File: src/rtl/rca_chunk_sequencer.sv
// Purpose : WIDTH-bit adder that walks one shared 4-bit ripple adder over the operands, LSB slice first.
// Latency : out_valid rises CHUNKS cycles after the accepting edge; one result per CHUNKS+2 cycles at best.
// Backpres: in_ready only in IDLE; out_ready low holds DONE with sum/cout frozen indefinitely.
//
// Ports:
//   clk, rst_n           clock, synchronous active-low reset
//   in_valid/in_ready    operand handshake (a, b, cin)
//   out_valid/out_ready  result handshake (sum, cout)
//   busy                 high whenever the sequencer is not IDLE
//
// WIDTH must be a multiple of 4 and at least 8, so CHUNKS >= 2 and idx is at least 1 bit wide.

module ripple_adder (
  input  logic [3:0] a,
  input  logic [3:0] b,
  input  logic       ci,
  output logic [3:0] s,
  output logic       co
);
  logic [4:0] c;

  assign c[0] = ci;

  for (genvar i = 0; i < 4; i++) begin : g_fa
    assign s[i]   = a[i] ^ b[i] ^ c[i];
    assign c[i+1] = (a[i] & b[i]) | (c[i] & (a[i] ^ b[i]));
  end

  assign co = c[4];
endmodule

module rca_chunk_sequencer #(
  parameter int WIDTH = 16
) (
  input  logic             clk,
  input  logic             rst_n,
  input  logic             in_valid,
  output logic             in_ready,
  input  logic [WIDTH-1:0] a,
  input  logic [WIDTH-1:0] b,
  input  logic             cin,
  output logic             out_valid,
  input  logic             out_ready,
  output logic [WIDTH-1:0] sum,
  output logic             cout,
  output logic             busy
);
  localparam int CHUNKS = WIDTH / 4;
  localparam int IW     = $clog2(CHUNKS);

  localparam logic [1:0] IDLE = 2'd0;
  localparam logic [1:0] RUN  = 2'd1;
  localparam logic [1:0] DONE = 2'd2;

  logic [1:0]       state;
  logic [IW-1:0]    idx;
  logic [WIDTH-1:0] a_reg;
  logic [WIDTH-1:0] b_reg;
  logic             carry_reg;

  logic [3:0]       a_sl;
  logic [3:0]       b_sl;
  logic [3:0]       add_s;
  logic             add_co;
  logic             last_chunk;

  // The adder is always fed the current slice; its output is only consumed in RUN.
  assign a_sl       = a_reg[4*idx +: 4];
  assign b_sl       = b_reg[4*idx +: 4];
  assign last_chunk = (idx == IW'(CHUNKS - 1));

  ripple_adder u_add (
    .a  (a_sl),
    .b  (b_sl),
    .ci (carry_reg),
    .s  (add_s),
    .co (add_co)
  );

  assign in_ready  = (state == IDLE);
  assign out_valid = (state == DONE);
  assign busy      = (state != IDLE);

  always_ff @(posedge clk) begin
    if (!rst_n) begin
      state     <= IDLE;
      idx       <= '0;
      carry_reg <= 1'b0;
      a_reg     <= '0;
      b_reg     <= '0;
      sum       <= '0;
      cout      <= 1'b0;
    end else begin
      case (state)
        IDLE: begin
          if (in_valid) begin
            a_reg     <= a;
            b_reg     <= b;
            carry_reg <= cin;
            idx       <= '0;
            state     <= RUN;
          end
        end
        RUN: begin
          sum[4*idx +: 4] <= add_s;
          carry_reg       <= add_co;
          if (last_chunk) begin
            cout  <= add_co;
            idx   <= '0;
            state <= DONE;
          end else begin
            idx <= idx + 1'b1;
          end
        end
        DONE: begin
          if (out_ready) begin
            state <= IDLE;
          end
        end
        default: state <= IDLE;
      endcase
    end
  end
endmodule
File: config.mk
export PLATFORM = sky130hd
export DESIGN_NAME = rca_chunk_sequencer
export DESIGN_NICKNAME = d
export VERILOG_FILES = /design/src/rtl/rca_chunk_sequencer.sv
export SDC_FILE = /design/constraint.sdc
export NUM_CORES = 1
export LEC_CHECK = 0
export ABC_CLOCK_PERIOD_IN_PS = 3200
export CAP_MARGIN = 20
export CORE_ASPECT_RATIO = 0.75
export CORE_UTILIZATION = 50
export DETAILED_ROUTE_END_ITERATION = 12
export PLACE_DENSITY = 0.83
export REMOVE_ABC_BUFFERS = 1
export SLEW_MARGIN = 25
export SYNTH_ARGS = -nofsm -noshare
export SYNTH_HDL_FRONTEND = slang
export SYNTH_SLANG_ARGS = --single-unit
File: constraint.sdc
create_clock -name clk -period 3.2 [get_ports clk]
set_clock_uncertainty 0.05 [all_clocks]
set_input_delay 0.32 -clock clk [delete_from_list [all_inputs] [get_ports clk]]
set_output_delay 0.32 -clock clk [all_outputs]
set_load 0.005 [all_outputs]
Word level (Yosys, flattened, before mapping)
Cells that the tools add are included.

Logic and storage cells: 56. Input bits: 37. Bits in registers: 54.

Shift operators: 4. Bitwise gates (word level): 20. Multiplexer cells: 10. Eq/ne operators: 6. Reductions and logical operators: 7. Add/subtract/negate cells: 2.

Operators with widths (number): $neg 4->34 (1); $shift 4x34->16 const A (1); $shiftx 4x34->16 (1); $shiftx 16x5->4 (2); $bwmux 16 (1); $mux 2 (5); $and 1x1->1 (8); $xor 1x1->1 (8); $pmux 2 s3 (1); $reduce_and 2->1 (3); $eq 2x2->1 const B (2); $ne 2x2->1 const B (2); $or 1x1->1 (4); $pmux 2 s2 (1); $reduce_bool 2->1 (2); $reduce_and 3->1 (1); $add 2x1->2 const B (1); $eq 2x1->1 const B (1); $logic_not 2->1 (1); $ne 2x1->1 const B (1); $pmux 1 s2 (1); $mux 1 (1).

Depth between registers and ports, before layout
Gate-level depths: netlist of the first run.

Word-level depth: 11. Gate-level depth with buffers: 10.

By module
A second synthesis of the first run with hierarchy kept.

Cells, all modules: 265. Area total of the unflattened synthesis: 2467.4 µm².

By module, submodules not included: rca_chunk_sequencer (cells an instance 251, times used 1, area an instance 2349.8 µm²); ripple_adder (cells an instance 14, times used 1, area an instance 117.6 µm²).

Worst setup path before layout of the first run
No wires, ideal clock.

Kind: flip-flop to flip-flop. From: reg idx[0]. To: reg sum[3]. Path slack: 405 ps. Period minus slack after synthesis: 2795 ps. Stages on the path, launching flop included: 11. Arrival time: 2669 ps. Data required time: 3074 ps. Setup time: 76 ps. Cells stage by stage: dfxtp_1 > buf_4 > mux4_2 > inv_1 > fa_1 > fa_1 > inv_1 > fa_1 > fa_1 > nand2_1 > o22ai_1.

Word-level cells in the longest chain between the ends: 11. Elaborated cells between the ends (all ways): 23.

Ends and longest elaborated chain: start, declared (line 56) `logic [IW-1:0] idx;`; start signal, assigned (line 112) `idx <= idx + 1'b1;`; $shiftx 16x5->4, on equally long branches (line 68, 69); $xor 1x1->1 (line 25, 26); $and 1x1->1 (line 26) `assign c[i+1] = (a[i] & b[i]) | (c[i] & (a[i] ^ b[i]));`; $or 1x1->1 (line 26); $and 1x1->1 (line 26); $or 1x1->1 (line 26); $and 1x1->1 (line 26); $or 1x1->1 (line 26); $xor 1x1->1 (line 25) `assign s[i] = a[i] ^ b[i] ^ c[i];`; $shiftx 4x34->16 (line 105) `sum[4*idx +: 4] <= add_s;`; $bwmux 16 (*) (line 105); end signal, assigned by index (line 105); end, declared (line 44) `output logic [WIDTH-1:0] sum,`.

Mark *: on every way between the ends. The rest lies on a longest branch, timed or not. A chain may end at the register's enable or synchronous reset.

Final worst setup path of the first run
Ends and elaborated chain as after synthesis.

==> impl_results.md, run 1 <==
* Status: finished, violations left
* Buffer and inverter count on the worst path at 3
* Routed WL per cell at 12.4 µm
* Hold Path Class: reg2reg
* R2R Path End: sum[3]$_SDFFE_PN0P_
* Hold-fix buffers, CTS at 0
* Leak at 1.18 nW
* Max-slew violations at 0
* Final net count at 371
* Post-Place Cells at 377
* Sink Count at 54
* Final Hold Viols at 0
* Initial antenna violation count at 0
* Detail Route Antenna Nets at 0
* Worst r2r src: idx[0]$_SDFFE_PN0P_
* CTS resizes at 0
* Async set-reset flop share out of synthesis at 0
* Maximum VDD drop at 0.220 mV
* Compound-cell area share of the yosys netlist at 0.160
* Largest family of logic cells by synthesized area: simple AND/OR/NAND/NOR gates
* Post-synthesis sequential area ratio at 0.427
* Multiplexer share of the synthesized area at 0.0752
* Synthesized area at 2530 µm²
* Die area at 5350 µm²
* Core box area at 4870 µm²
* R2r worst-path depth at 9
* Via count at 1996
* Die width at 84.1 µm
* Core Util, Final at 0.663
* Clock Path Buffers at 2
* Global-route wire length before repair at 8460 µm
* Failing checks: DRC
* R2R Setup Slk at 0.38 ns
* IO Count at 57
* Worst Max-Slew Pin Slew at 0.616 ns
* Clk Latency, worst-skew pair at 0.31 ns
* Crit path top cell by count: fa_1
* Synth Area in XOR/XNOR at 0
* Die height at 63.6 µm
* Normalized max-slew margin at 0.589
* Worst setup EP type: flop
* Grt ovf at 0
* EDFF count, synth at 0
* WS Path Type: reg2reg
* Worst-path clk slew at 0.10 ns
* Fin Hold WS at 0.400 ns
* Top delay family on crit path: adder cells
* Finish-stage setup viols at 0
* Power density cells at 434 nW/µm²
* 1st-iter DRT viols at 111
* Port bufs at 56
* Htree depth at 2
* Worst path depth at 9
* Mapped Avg Cell Area at 9.27 µm²
* Final Wtd Congestion at 0.810
* CTS Root Cell: clkbuf_8
* CTS tree: built
* Number of synthesized register bits at 54
* Layout cells sized above 1 at 0.0769
* Ys flop type: dfxtp_1
* WHS Path Cells at 2
* Starting Density at 0.519
* Setup TNS at 0 ns
* Synthesis-to-finish area growth at 27.7%
* Unrepaired setup endpoints after global routing: false
* Non-Filler Instances at 385
* DRT Pass-1 Iters at 8
* Worst min-delay path startpoint: sum[6]$_SDFFE_PN0P_
* Dpl hpwl at 3620 µm
* Period utilization at 0.882
* CP Data Required Time at 3.38 ns
* Routed WL at 4780 µm
* Hold Path Sink: sum[6]$_SDFFE_PN0P_
* Startpoint types: flop
* Layout fillers at 405
* Total Routing Usage GR at 0.199
* CP arrival at 3.00 ns
* Cell Rows at 22
* Setup WS pre-CTS at 0.401 ns
* Vias per cell at 5.18
* Gate Count Post-Synth at 273
* Crit path time final at 2.82 ns
* Synth unique cells at 32
* Vias in the first global route at 1902
* Drc violations at 10
* Adder-cell share of the synthesized area at 0.0613
* Smallest setup slack after layout at 0.378 ns
* F_max at 0.354 GHz
* Total CTS buffers at 5
* Max cap viols at 0
* Pin count of the biggest net entering global routing at 59
* Synth Area in Simple Gates at 0.223
* Synth warn at 0
* Crit Path Max Fanout at 6
* Antenna cells at 0
* Setup Buffers After CTS at 0
* CP peak stage delay at 0.55 ns
* Critical-path cell list: buf_4 -> mux4_2 -> inv_1 -> fa_1 -> inv_1 -> fa_1 -> fa_1 -> nand2_1 -> o22ai_1
* Critical path's slowest cell: fa_1
## how the worst max path moves through the flow
stage / start / to / slack, ns
finish: idx[0]$_SDFFE_PN0P_ / sum[3]$_SDFFE_PN0P_ / 0.38
global placement: idx[0]$_SDFFE_PN0P_ / sum[3]$_SDFFE_PN0P_ / 0.47
CTS: idx[0]$_SDFFE_PN0P_ / sum[3]$_SDFFE_PN0P_ / 0.36
floorplan: idx[0]$_SDFFE_PN0P_ / sum[3]$_SDFFE_PN0P_ / 0.27
detailed placement: idx[0]$_SDFFE_PN0P_ / sum[3]$_SDFFE_PN0P_ / 0.40
global route: idx[0]$_SDFFE_PN0P_ / sum[11]$_SDFFE_PN0P_ / 0.17
## Yosys cell counts, types with 2 or more instances
master,count,share of area
nand4b_1,5,0.017
and3b_1,2,0.0069
a21boi_1,33,0.098
nor2_1,2,0.0030
mux4_2,8,0.071
nand4_1,4,0.0099
nand3b_1,4,0.012
nor2b_1,4,0.0099
buf_2,7,0.014
nand2_1,84,0.12
inv_1,10,0.015
nor3b_2,2,0.0099
nand2b_1,4,0.0099
fa_1,4,0.032
ha_1,6,0.030
o22ai_1,8,0.020
a21boi_0,9,0.027
a22oi_1,2,0.0059
buf_6,3,0.013
and2b_1,2,0.0059
dfxtp_1,54,0.43
clkbuf_1,6,0.0089
## tightest hold or removal path: cells and delay by family, from the launching register on
kind	cells	cell delay (ns)
simple gates	1	0.05
compound gates	1	0.05
flops	1	0.31
## layout make-up
type | count | area, µm² | share of cell area
clock buffers | 6 | 82.6 | 0.0256
clock inverters | 2 | 38.8 | 0.0120
multi-input cells | 192 | 1320 | 0.408
flip-flops and latches | 54 | 1080 | 0.334
repair buffers | 61 | 598 | 0.185
well taps | 60 | 75.1 | 0.0232
inverters | 10 | 37.5 | 0.0116
## layer usage
metal	wire length [µm]	global-route usage
met5	0	0
met3	219	0.0472
met4	40	0.0970
met2	2250	0.306
met1	2270	0.264
## power breakdown
part	switching [mW]	total, mW	internal [mW]
sequential	0.0207	0.721	0.701
clock	0.220	0.477	0.257
combinational	0.0882	0.203	0.115
total	0.328	1.40	1.07
## through the flow
step | power, mW | area, µm²
after floorplan | 0.842 | 2430
after global placement | 0.938 | 3110
after detailed placement | 0.942 | 3110
after CTS | 1.41 | 3230
after global routing | 1.47 | 3230
final | 1.40 | 3230
## placed cells by master, fill, tap and decap left out, types with 2 or more instances in the layout
master	Yosys	final
a21boi_0	9	9
a21boi_1	33	33
a22oi_1	2	2
and2b_1	2	2
and3b_1	2	2
buf_4	1	5
clkbuf_8	0	6
clkdlybuf4s50_1	0	56
dfxtp_1	54	54
fa_1	4	4
ha_1	6	6
inv_1	10	10
mux4_2	8	8
nand2_1	84	84
nand2b_1	4	4
nand3b_1	4	4
nand4_1	4	4
nand4b_1	5	5
nor2_1	2	2
nor2b_1	4	4
o22ai_1	8	8
## cells by family after synthesis
family / count (synthesis)
compound gates: 55
fa+ha+maj: 10
buf+inv: 27
flops: 54
mux: 9
simple gates: 118
(Power assumes the default switching activity.)
==> run 2, diff against run 1 <==
--- a/config.mk
+++ b/config.mk
@@ -9,6 +9,7 @@
 export CAP_MARGIN = 20
 export CORE_ASPECT_RATIO = 0.75
 export CORE_UTILIZATION = 50
+export CTS_CLUSTER_DIAMETER = 40
 export DETAILED_ROUTE_END_ITERATION = 12
 export PLACE_DENSITY = 0.83
 export REMOVE_ABC_BUFFERS = 1
==> results of run 2 <==
No change in the layout: final DEF, timing and power equal those of run 1.
==> run 3, diff against run 2 <==
--- a/config.mk
+++ b/config.mk
@@ -7,8 +7,10 @@
 export LEC_CHECK = 0
 export ABC_CLOCK_PERIOD_IN_PS = 3200
 export CAP_MARGIN = 20
-export CORE_ASPECT_RATIO = 0.75
-export CORE_UTILIZATION = 50
+export CELL_PAD_IN_SITES_DETAIL_PLACEMENT = 1
+export CELL_PAD_IN_SITES_GLOBAL_PLACEMENT = 2
+export CORE_ASPECT_RATIO = 0.6
+export CORE_UTILIZATION = 30
 export CTS_CLUSTER_DIAMETER = 40
 export DETAILED_ROUTE_END_ITERATION = 12
 export PLACE_DENSITY = 0.83
==> run 3 against run 2 <==
The run now ends clean; total power rose by 12%; sequential power about the same; routed wire length grew 32%; flip-flop and latch count unchanged; die area up 65%; global-route usage shrank 4.5 points; fmax is 0.96% lower; first-iteration DRC count is 56% lower; design area increased by 3.3%; critical path depth stayed put.
==> impl_results.md, run 3 (synthesized netlist as in run 1, its figures left out) <==
* Core Util, Final at 0.417 (-0.246)
* Global-route wire length before repair at 10400 µm (+22%)
* F_max at 0.351 GHz (-0.96%)
* Setup TNS at 0 ns (unchanged)
* Via count at 2007 (+0.55%)
* WS Path Type: reg2reg
* Antenna cells at 0 (unchanged)
* Vias per cell at 4.64 (-11%)
* Grt ovf at 0 (unchanged)
* Initial antenna violation count at 0 (unchanged)
* Setup WS pre-CTS at 0.371 ns (-0.0303 ns)
* Setup Buffers After CTS at 0 (unchanged)
* Vias in the first global route at 2011 (+5.7%)
* Layout cells sized above 1 at 0.0769 (unchanged)
* Finish-stage setup viols at 0 (unchanged)
* Core box area at 8010 µm² (+64%)
* Dpl hpwl at 4470 µm (+24%)
* Routed WL at 6320 µm (+32%)
* Die width at 121 µm (+43%)
* Die area at 8820 µm² (+65%)
* Worst r2r src: idx[0]$_SDFFE_PN0P_
* Worst min-delay path startpoint: sum[5]$_SDFFE_PN0P_
* Cell Rows at 25 (+14%)
* Max cap viols at 0 (unchanged)
* Leading cell types in the layout, fill and taps excluded: nand2_1 (84), clkdlybuf4s50_1 (56), dfxtp_1 (54), a21boi_1 (33), inv_1 (10)
* Worst-path clk slew at 0.07 ns (-0.03 ns)
* Normalized max-slew margin at 0.562 (-0.0272)
* Power density cells at 469 nW/µm² (+8.1%)
* Post-Place Cells at 425 (+13%)
* CP arrival at 3.02 ns (+0.02 ns)
* 1st-iter DRT viols at 49 (-56%)
* R2R Path End: sum[3]$_SDFFE_PN0P_
* Crit path from: idx[0]$_SDFFE_PN0P_
* CTS tree: built
* Status: finished clean
* Non-Filler Instances at 433 (+12%)
* Hold-fix buffers, CTS at 0 (unchanged)
* Max-slew violations at 0 (unchanged)
* R2R Setup Slk at 0.35 ns (-0.03 ns)
* Clock Path Buffers at 2 (unchanged)
* CTS resizes at 0 (unchanged)
* Worst Max-Slew Pin Slew at 0.657 ns (+0.0408 ns)
* Drc violations at 0 (-10)
* Hold Path Class: reg2reg
* DRT Pass-1 Iters at 4 (-4)
* Unrepaired setup endpoints after global routing: false
* IO Count at 57 (unchanged)
* Maximum VDD drop at 0.210 mV (-4.6%)
* Smallest setup slack after layout at 0.351 ns (-0.0273 ns)
* Period utilization at 0.890 (+0.00852)
* Worst setup endpoint: sum[3]$_SDFFE_PN0P_
* Crit Path Max Fanout at 6 (unchanged)
* Final Wtd Congestion at 0.723 (-11%)
* Port bufs at 56 (unchanged)
* Detail Route Antenna Nets at 0 (unchanged)
* WHS Path Cells at 2 (unchanged)
* R2r worst-path depth at 9 (unchanged)
* Starting Density at 0.316 (-0.203)
* Total CTS buffers at 5 (unchanged)
* Total Routing Usage GR at 0.154 (-0.0449)
* Pin count of the biggest net entering global routing at 59 (unchanged)
* Sink Count at 54 (unchanged)
* Clk Latency, worst-skew pair at 0.30 ns (about the same)
* Leading cell type in the layout, fill and taps excluded: nand2_1
* Routed WL per cell at 14.6 µm (+17%)
* Final net count at 371 (unchanged)
* CTS Root Cell: clkbuf_16
* Final Hold Viols at 0 (unchanged)
* Htree depth at 2 (unchanged)
* Worst setup EP type: flop
* CP Data Required Time at 3.37 ns (about the same)
* Synthesis-to-finish area growth at 32.0%
* Die height at 73.1 µm (+15%)
* Startpoint types: flop
* Leak at 1.20 nW (+1.9%)
* Crit path time final at 2.85 ns (+0.0273 ns)
## run 3: worst max-delay path, cell delays in order (launching register included)
cell	delay (ns)
dfxtp_1	0.43
buf_4	0.22
mux4_2	0.51
inv_1	0.10
fa_1	0.17
inv_1	0.05
fa_1	0.40
fa_1	0.58
nand2_1	0.09
o22ai_1	0.18
## run 3: metal layers
| layer | vias up | global-route usage | wire (µm) |
|---|---|---|---|
| met4 | 0 | 0.0535 | 79 |
| met2 | 39 | 0.234 | 2570 |
| met5 | - | 0 | 0 |
| li1 | 1024 | - | - |
| met1 | 936 | 0.215 | 3430 |
| met3 | 8 | 0.0375 | 241 |
## run 3: metrics by stage
stage               hold WS, ns  cell area [µm²]  total power, mW
floorplan                 0.382             2430            0.842
global placement          0.387             3170            0.951
detailed placement        0.395             3170            0.953
CTS                       0.405             3340             1.59
global route              0.435             3340             1.63
finish                    0.399             3340             1.57
## run 3: how the worst min path moves through the flow
stage / endpoint / slack, ns
6_report: sum[5]$_SDFFE_PN0P_ / 0.40
5_1_grt: sum[0]$_SDFFE_PN0P_ / 0.43
4_1_cts: sum[5]$_SDFFE_PN0P_ / 0.40
3_5_place_dp: sum[5]$_SDFFE_PN0P_ / 0.39
3_3_place_gp: sum[5]$_SDFFE_PN0P_ / 0.39
2_1_floorplan: a_reg[10]$_SDFFE_PN0P_ / 0.38
## run 3: where the power goes
| group | switching, mW | leakage [nW] | total (mW) | internal [mW] |
|---|---|---|---|---|
| sequential | 0.0218 | 0.441 | 0.723 | 0.701 |
| combinational | 0.0990 | 0.675 | 0.215 | 0.116 |
| clock | 0.257 | 0.0842 | 0.628 | 0.371 |
## run 3: layout make-up
class	instances	area (µm²)
fillers	955	4670
multi-input cells	192	1320
flip-flops and latches	54	1080
repair buffers	61	598
well taps	108	135
clock buffers	5	125
clock inverters	3	43.8
inverters	10	37.5
